File: src/rtl/branch_redirect_ctrl_pkg.sv
// Shared types for the fetch-redirect controller: branch-unit bus, redirect
// bundle and controller FSM states.
package branch_redirect_ctrl_pkg;

  localparam int unsigned REDIR_SQUASH_DEFAULT = 2;

  typedef enum logic [1:0] {
    IDLE,
    REDIR,
    SQUASH
  } redir_state_t;

  typedef struct packed {
    logic        is_taken;
    logic [31:0] branch_target;
  } br_cntrl_bus_t;

  typedef struct packed {
    logic        valid;
    logic [31:0] pc;
  } redir_bus_t;

endpackage

File: src/rtl/branch_redirect_ctrl_br_stat_counters.sv
// Free-running branch statistics for the performance CSRs: resolved branches
// and taken redirects, both wrapping modulo 2^CNT_W.
module br_stat_counters #(
  parameter int unsigned CNT_W = 32
) (
  input  logic             clk_i,
  input  logic             rst_i,
  input  logic             br_inc_i,
  input  logic             taken_inc_i,
  output logic [CNT_W-1:0] br_cnt_o,
  output logic [CNT_W-1:0] taken_cnt_o
);

  // Wrap-around is intentional; the CSR reader handles overflow.
  always_ff @(posedge clk_i or posedge rst_i) begin
    if (rst_i) begin
      br_cnt_o    <= '0;
      taken_cnt_o <= '0;
    end else begin
      if (br_inc_i)    br_cnt_o    <= br_cnt_o + CNT_W'(1);
      if (taken_inc_i) taken_cnt_o <= taken_cnt_o + CNT_W'(1);
    end
  end

endmodule

File: src/rtl/branch_redirect_ctrl.sv
// Turns taken branches and trap requests into a valid/ready redirect to fetch,
// and squashes wrong-path work until fetch has drained.
module branch_redirect_ctrl
  import branch_redirect_ctrl_pkg::*;
#(
  parameter int unsigned SQUASH_CYCLES = REDIR_SQUASH_DEFAULT,
  parameter int unsigned CNT_W         = 32
) (
  input  logic             clk_i,
  input  logic             rst_i,
  input  logic             br_valid_i,
  input  br_cntrl_bus_t    br_bus_i,
  input  logic             trap_req_i,
  input  logic [31:0]      trap_target_i,
  input  logic             fetch_ready_i,
  output logic             redir_valid_o,
  output logic [31:0]      redir_pc_o,
  output logic             flush_ifid_o,
  output logic             flush_idex_o,
  output logic             stall_ex_o,
  output logic             misalign_o,
  output logic [CNT_W-1:0] br_cnt_o,
  output logic [CNT_W-1:0] taken_cnt_o
);

  localparam logic [2:0] SQUASH_INIT = 3'(SQUASH_CYCLES);

  redir_state_t state_q, state_d;
  logic [31:0]  pc_q, pc_d;
  logic [2:0]   squash_q, squash_d;
  logic         misalign_q, misalign_d;
  logic         br_take, br_bad;
  logic         br_inc, taken_inc, early_flush;
  redir_bus_t   redir;

  assign br_take = br_valid_i & br_bus_i.is_taken & (br_bus_i.branch_target[1:0] == 2'b00);
  assign br_bad  = br_valid_i & br_bus_i.is_taken & (br_bus_i.branch_target[1:0] != 2'b00);

  always_ff @(posedge clk_i or posedge rst_i) begin
    if (rst_i) begin
      state_q    <= IDLE;
      pc_q       <= '0;
      squash_q   <= '0;
      misalign_q <= 1'b0;
    end else begin
      state_q    <= state_d;
      pc_q       <= pc_d;
      squash_q   <= squash_d;
      misalign_q <= misalign_d;
    end
  end

  // A trap always wins; while a redirect is outstanding the EX branch is wrong-path.
  always_comb begin
    state_d     = state_q;
    pc_d        = pc_q;
    squash_d    = squash_q;
    misalign_d  = 1'b0;
    br_inc      = 1'b0;
    taken_inc   = 1'b0;
    early_flush = 1'b0;
    case (state_q)
      IDLE: begin
        if (trap_req_i) begin
          pc_d        = trap_target_i;
          state_d     = REDIR;
          early_flush = 1'b1;
        end else begin
          br_inc = br_valid_i;
          if (br_take) begin
            pc_d        = br_bus_i.branch_target;
            taken_inc   = 1'b1;
            state_d     = REDIR;
            early_flush = 1'b1;
          end else if (br_bad) begin
            misalign_d = 1'b1;
          end
        end
      end
      REDIR: begin
        // With fetch_ready the old PC transfers this cycle and the trap PC follows.
        if (trap_req_i) begin
          pc_d = trap_target_i;
        end else if (fetch_ready_i) begin
          if (SQUASH_INIT == 3'd0) begin
            state_d = IDLE;
          end else begin
            state_d  = SQUASH;
            squash_d = SQUASH_INIT;
          end
        end
      end
      SQUASH: begin
        if (trap_req_i) begin
          pc_d     = trap_target_i;
          state_d  = REDIR;
          squash_d = '0;
        end else if (squash_q <= 3'd1) begin
          state_d  = IDLE;
          squash_d = '0;
        end else begin
          squash_d = squash_q - 3'd1;
        end
      end
      default: state_d = IDLE;
    endcase
  end

  assign redir.valid = (state_q == REDIR);
  assign redir.pc    = pc_q;

  assign redir_valid_o = redir.valid;
  assign redir_pc_o    = redir.pc;
  assign stall_ex_o    = redir.valid;
  assign misalign_o    = misalign_q;
  // Same-cycle flush keeps wrong-path instructions from advancing past the branch.
  assign flush_ifid_o  = redir.valid | (state_q == SQUASH) | (early_flush & ~rst_i);
  assign flush_idex_o  = redir.valid | (early_flush & ~rst_i);

  br_stat_counters #(
    .CNT_W(CNT_W)
  ) u_stats (
    .clk_i       (clk_i),
    .rst_i       (rst_i),
    .br_inc_i    (br_inc),
    .taken_inc_i (taken_inc),
    .br_cnt_o    (br_cnt_o),
    .taken_cnt_o (taken_cnt_o)
  );

endmodule
File: config.mk
export PLATFORM = sky130hd
export DESIGN_NAME = branch_redirect_ctrl
export DESIGN_NICKNAME = d
export VERILOG_FILES = /design/src/rtl/branch_redirect_ctrl_pkg.sv /design/src/rtl/branch_redirect_ctrl_br_stat_counters.sv /design/src/rtl/branch_redirect_ctrl.sv
export SDC_FILE = /design/constraint.sdc
export NUM_CORES = 1
export LEC_CHECK = 0
export ABC_AREA = 1
export BUFFER_PORTS_ARGS = -buffer_cell sky130_fd_sc_hd__buf_4
export CORE_MARGIN = 1
export CORE_UTILIZATION = 57
export DETAILED_ROUTE_END_ITERATION = 10
export GPL_ROUTABILITY_DRIVEN = 0
export PLACE_DENSITY_LB_ADDON = 0.12
export SLEW_MARGIN = 20
export SYNTH_ARGS = -nofsm -noshare
export SYNTH_HDL_FRONTEND = slang
export SYNTH_HIERARCHICAL = 1
export SYNTH_SLANG_ARGS = --single-unit
File: constraint.sdc
create_clock -name clk_i -period 5.93 [get_ports clk_i]
set_input_delay 0.593 -clock clk_i [delete_from_list [all_inputs] [get_ports clk_i]]
set_output_delay 0.593 -clock clk_i [all_outputs]
set_load 0.01 [all_outputs]
# Word level (Yosys, flattened, before mapping)
# Index checks and enable logic that the tools add are counted.
[classes]
reduce_logical = 9
bitwise_logic = 8
add_sub_neg = 3
order_cmp = 1
eq_ne = 7
muxes = 27
[op_table]
columns = ["op", "n"]
rows = [
  ["32-bit two-way mux", 3],
  ["32-bit by 1-bit adder with 32-bit output, second input constant", 2],
  ["32-bit one-hot mux with 2 select lines", 1],
  ["2-bit two-way mux", 6],
  ["3-bit two-way mux", 4],
  ["1-bit two-way mux", 11],
  ["3-bit != test, second input constant", 2],
  ["2-bit one-hot mux with 3 select lines", 1],
  ["3-bit one-hot mux with 2 select lines", 1],
  ["3-bit AND reduction", 2],
  ["2-bit nonzero test", 3],
  ["1-bit bitwise AND", 4],
  ["2-bit zero test", 2],
  ["2-bit != test, second input constant", 2],
  ["4-bit AND reduction", 1],
  ["3-bit by 1-bit <= comparator with 1-bit output, second input constant", 1],
  ["1-bit OR", 3],
  ["3-bit by 1-bit subtractor with 3-bit output, second input constant", 1],
  ["2-bit by 1-bit == test with 1-bit output, second input constant", 1],
  ["2-bit == test, second input constant", 1],
  ["2-bit by 1-bit != test with 1-bit output, second input constant", 1],
  ["2-bit OR reduction", 1],
  ["1-bit inverter", 1],
]
[totals]
input_bits = 70
out_inout_bits = 101
elab_cells = 61
regBits = 102

# Logic depth before layout (Yosys ltp)
[depth]
ltp_word = 7
depth_mapped = 15
depth_no_buf = 14

# Modules after synthesis
# The synthesis kept the hierarchy.
[by_module_without_submodules]
columns = ["module", "seq_area_each_um2", "area_each_um2", "cells_per_inst", "instances"]
rows = [
  ["br_stat_counters", 1601.5, 3522.1, 463, 1],
  ["branch_redirect_ctrl", 950.9, 2359.8, 320, 1],
]

# Least setup slack after synthesis
# Ideal clock, no wire load.
[synth_timing]
kind = "input -> output"
start = "input rst_i"
end = "output flush_idex_o"
path_buffers = 0
slack_ns = 3.595
arrival_ns = 1.742
path_stages = 3
required_time_ns = 5.337
path_cell_list = "inv_1 nand3_1 nand2_1"
[synth_via]
elab_chain_cells = 3
[synth_lines]
columns = ["element", "line_no", "text"]
rows = [
  ["start, declared", "branch_redirect_ctrl.sv:10", "input logic rst_i,"],
  ["1-bit inverter", "branch_redirect_ctrl.sv:118", "assign flush_idex_o = redir.valid | (early_flush & ~rst_i);"],
  ["1-bit bitwise AND", "branch_redirect_ctrl.sv:118", ""],
  ["1-bit OR", "branch_redirect_ctrl.sv:118", ""],
  ["end, declared", "branch_redirect_ctrl.sv:19", "output logic flush_idex_o,"],
]
# Every way passes these cells.

# Final worst setup path
[layout_timing]
start = "register state_q[0]"
end = "register pc_q[18], in the netlist redir_pc_o[18]"
[layout_via]
elab_chain_cells = 4
elab_cells_between_ends = 9
cone_classes = "4 x eq/ne; 1 x mux; 4 x reduce/logical"
[layout_lines]
columns = ["element", "line_no", "text"]
rows = [
  ["start, declared", "branch_redirect_ctrl.sv:28", "redir_state_t state_q, state_d;"],
  ["start signal, assigned", "branch_redirect_ctrl.sv:46", "state_q <= state_d;"],
  ["2-bit by 1-bit == test with 1-bit output or 2-bit == test (tied branches)", "branch_redirect_ctrl.sv:62", "case (state_q)"],
  ["2-bit OR reduction (no line)", "n/a", ""],
  ["2-bit by 1-bit != test with 1-bit output (no line) or 2-bit nonzero test (tied branches)", "n/a", ""],
  ["3-bit AND reduction (no line)", "n/a", ""],
  ["end signal, assigned", "branch_redirect_ctrl.sv:47", "pc_q <= pc_d;"],
  ["end, declared", "branch_redirect_ctrl.sv:29", "logic [31:0] pc_q, pc_d;"],
]
# Parallel ways exist; a longest one is shown, timed or not.
# A chain may end at the register's enable or synchronous reset.

==> impl_metrics.yaml <==
cts:
  cts_hold_buf: 0
  post_cts_buffers: 0
  tritoncts: "built"
  cts_made_buffers: 9
  ctsLongestPathBuffers: 2
  cts_root_buf: "clkbuf_8"
  clock-sinks: 102
  cts-resized-gates: 0
  clk_latency_ns: 0.37
  clk_pin_slew_ns: 0.09
  cts-htree-levels: 3
final_layout:
  final_cell_mix: "nand2_1 (279), buf_4 (173), dfrtp_1 (102)"
  area_growth_pct: 25.95
  final_common_cell: "nand2_1"
  post_route_cells_drive_above_1_share_pct: 25.53
  fin_nets: 1026
  antenna_cells: 0
  post-route-util_pct: 74.76
setup_path:
  cp.required_ns: 6.22
  start_kind: "register"
  cp_data_arrival_time_ns: 3.15
  worstSetupPathType: "reg2reg"
  cp_max_fo: 64
  endpoint_kind: "register"
  reg2reg_from: "state_q[0]$_DFFE_PP0P_"
  reg2reg_depth: 8
  r2r_end: "redir_pc_o[18]$_DFFE_PP0P_"
  ff2ff_setup_slack_ns: 3.08
timing:
  slew_headroom_pct: 32.54
  rsz0062_at_grt: "false"
  hold_viol: 0
  timing.setup.tns_ns: 0
  setup_slack_ns: 3.076
  fin_crit_ns: 2.854
  slew_viol_final: 0
  setup_violations: 0
  finClkSkew_ns: 0.005841
  worstMarginPinSlew_ns: 1.012
  timing.fmax_ghz: 0.3504
  fin_crit_sh_pct: 48.13
pwr:
  max-vdd-ir-drop_mv: 0.3670
  p_leak_nw: 3.860
  power_density_nw_per_um2: 345.6
global_route:
  grt_pass1_wl_um: 23810
  grt_max_degree: 65
  grtUsageTotal_pct: 27.04
  grt_pass1_vias: 5193
  grt_antenna_before_repair: 0
  grt-ovfl-total: 0
job:
  cap_violations: 0
run_status:
  status: "finished, final reports clean"
drt:
  num_vias: 5502
  wire_per_inst_um: 12.86
  detail-route-antenna-nets: 0
  drtIter0Drc: 282
  dr.pass1.iters: 4
  vias_per_cell: 5.071
  drc_errors: 0
  drt-total-wl_um: 13950
synthesis:
  synthDistinctLibCells: 26
  synth_nets: 862
  synth-seq-cells: 102
  synth_area_per_cell_um2: 7.512
  syn_inst: 783
  yosysWarnings: 6
  syn_area_um2: 5882
  ys_seq_area_share_pct: 43.40
die:
  start_util_pct: 59.36
  die_width_um: 103.6
  io_pins: 171
  die_h_um: 103.6
  coreArea_um2: 9910
  die_area_um2: 10730
  row_count: 36
placed_design:
  io_buffers: 170
  place_hpwl_um: 10400
  dp_slack_ns: 3.130
worst_hold_path:
  hold_path.class: "in2async"
flip-flops by register name, summed over array words and instances (netlist names):
| signal | flops |
|---|---|
| redir_pc_o | 32 |
| u_stats/br_cnt_o | 32 |
| u_stats/taken_cnt_o | 32 |
| squash_q | 3 |
| state_q | 2 |
| misalign_o | 1 |
stage by stage:
step | power, mW | cells | area, um2 | hold WS, ns
global route | 2.741 | 1085 | 7408 | 0.4547
CTS | 2.584 | 1085 | 7403 | 0.4093
finish | 2.560 | 1085 | 7408 | 0.3934
global placement | 2.077 | 1069 | 7203 | 0.4796
floorplan | 1.799 | 783 | 5882 | 0.4798
detailed placement | 2.132 | 1069 | 7203 | 0.4990
metal layers:
metal / part of all wire [%] / GRT usage (%) / vias to the layer above
li1: - / - / 2771
met1: 44 / 35.83 / 2570
met4: 2.4 / 10.87 / 0
met2: 49 / 44.97 / 138
met3: 4.4 / 3.713 / 23
met5: 0 / 0 / -
where the power goes:
group / leakage (nW) / switching (mW) / internal, mW
sequential: 1.33 / 0.104 / 0.847
clock: 0.0955 / 0.240 / 0.207
combinational: 2.44 / 0.696 / 0.467
kinds of logic after synthesis:
logic type	Yosys count	share of synthesized area, %
flip-flops	102	43.40
adder cells (fa/ha/maj)	9	1.915
buffers and inverters	124	9.147
AO/OA/AOI/OAI	73	8.126
XOR/XNOR	31	4.616
AND/OR/NAND/NOR	444	32.80
how the worst max path moves through the flow:
stage                           start                         end
2_1_floorplan                   rst_i                flush_idex_o
3_3_place_gp   state_q[0]$_DFFE_PP0P_  redir_pc_o[11]$_DFFE_PP0P_
3_5_place_dp   state_q[0]$_DFFE_PP0P_  redir_pc_o[24]$_DFFE_PP0P_
4_1_cts        state_q[0]$_DFFE_PP0P_  redir_pc_o[18]$_DFFE_PP0P_
5_1_grt        state_q[0]$_DFFE_PP0P_  redir_pc_o[18]$_DFFE_PP0P_
6_report       state_q[0]$_DFFE_PP0P_  redir_pc_o[18]$_DFFE_PP0P_
cell usage after synthesis, drive strengths merged:
master,n,share of area [%]
o21ai,67,7.6
xnor2,15,2.2
nand4,31,3.3
buf,14,2.1
nand2,283,18
and2,3,0.32
nand3,34,3.0
nor3,4,0.34
a21oi,6,0.51
dfrtp,102,43
nor2,77,6.0
clkbuf,6,0.38
inv,104,6.6
nand3b,12,1.5
xor2,16,2.4
ha,9,1.9
layout make-up:
type / count / area (um2)
Timing Repair Buffer: 173 / 1299
Clock buffer: 11 / 141.4
Multi-Input combinational cell: 557 / 2800
Sequential cell: 102 / 2552
Fill cell: 783 / 2501
Inverter: 104 / 390.4
Clock inverter: 5 / 58.81
Tap cell: 133 / 166.4
critical path: stages (launching register included):
cell	delay [ns]
dfrtp_1	0.43
inv_1	0.09
ha_1	0.96
nor2_1	0.12
a21oi_1	0.15
and2_2	0.16
buf_4	0.59
nand2_1	0.16
o21ai_2	0.09
(Power assumes the default switching activity.)
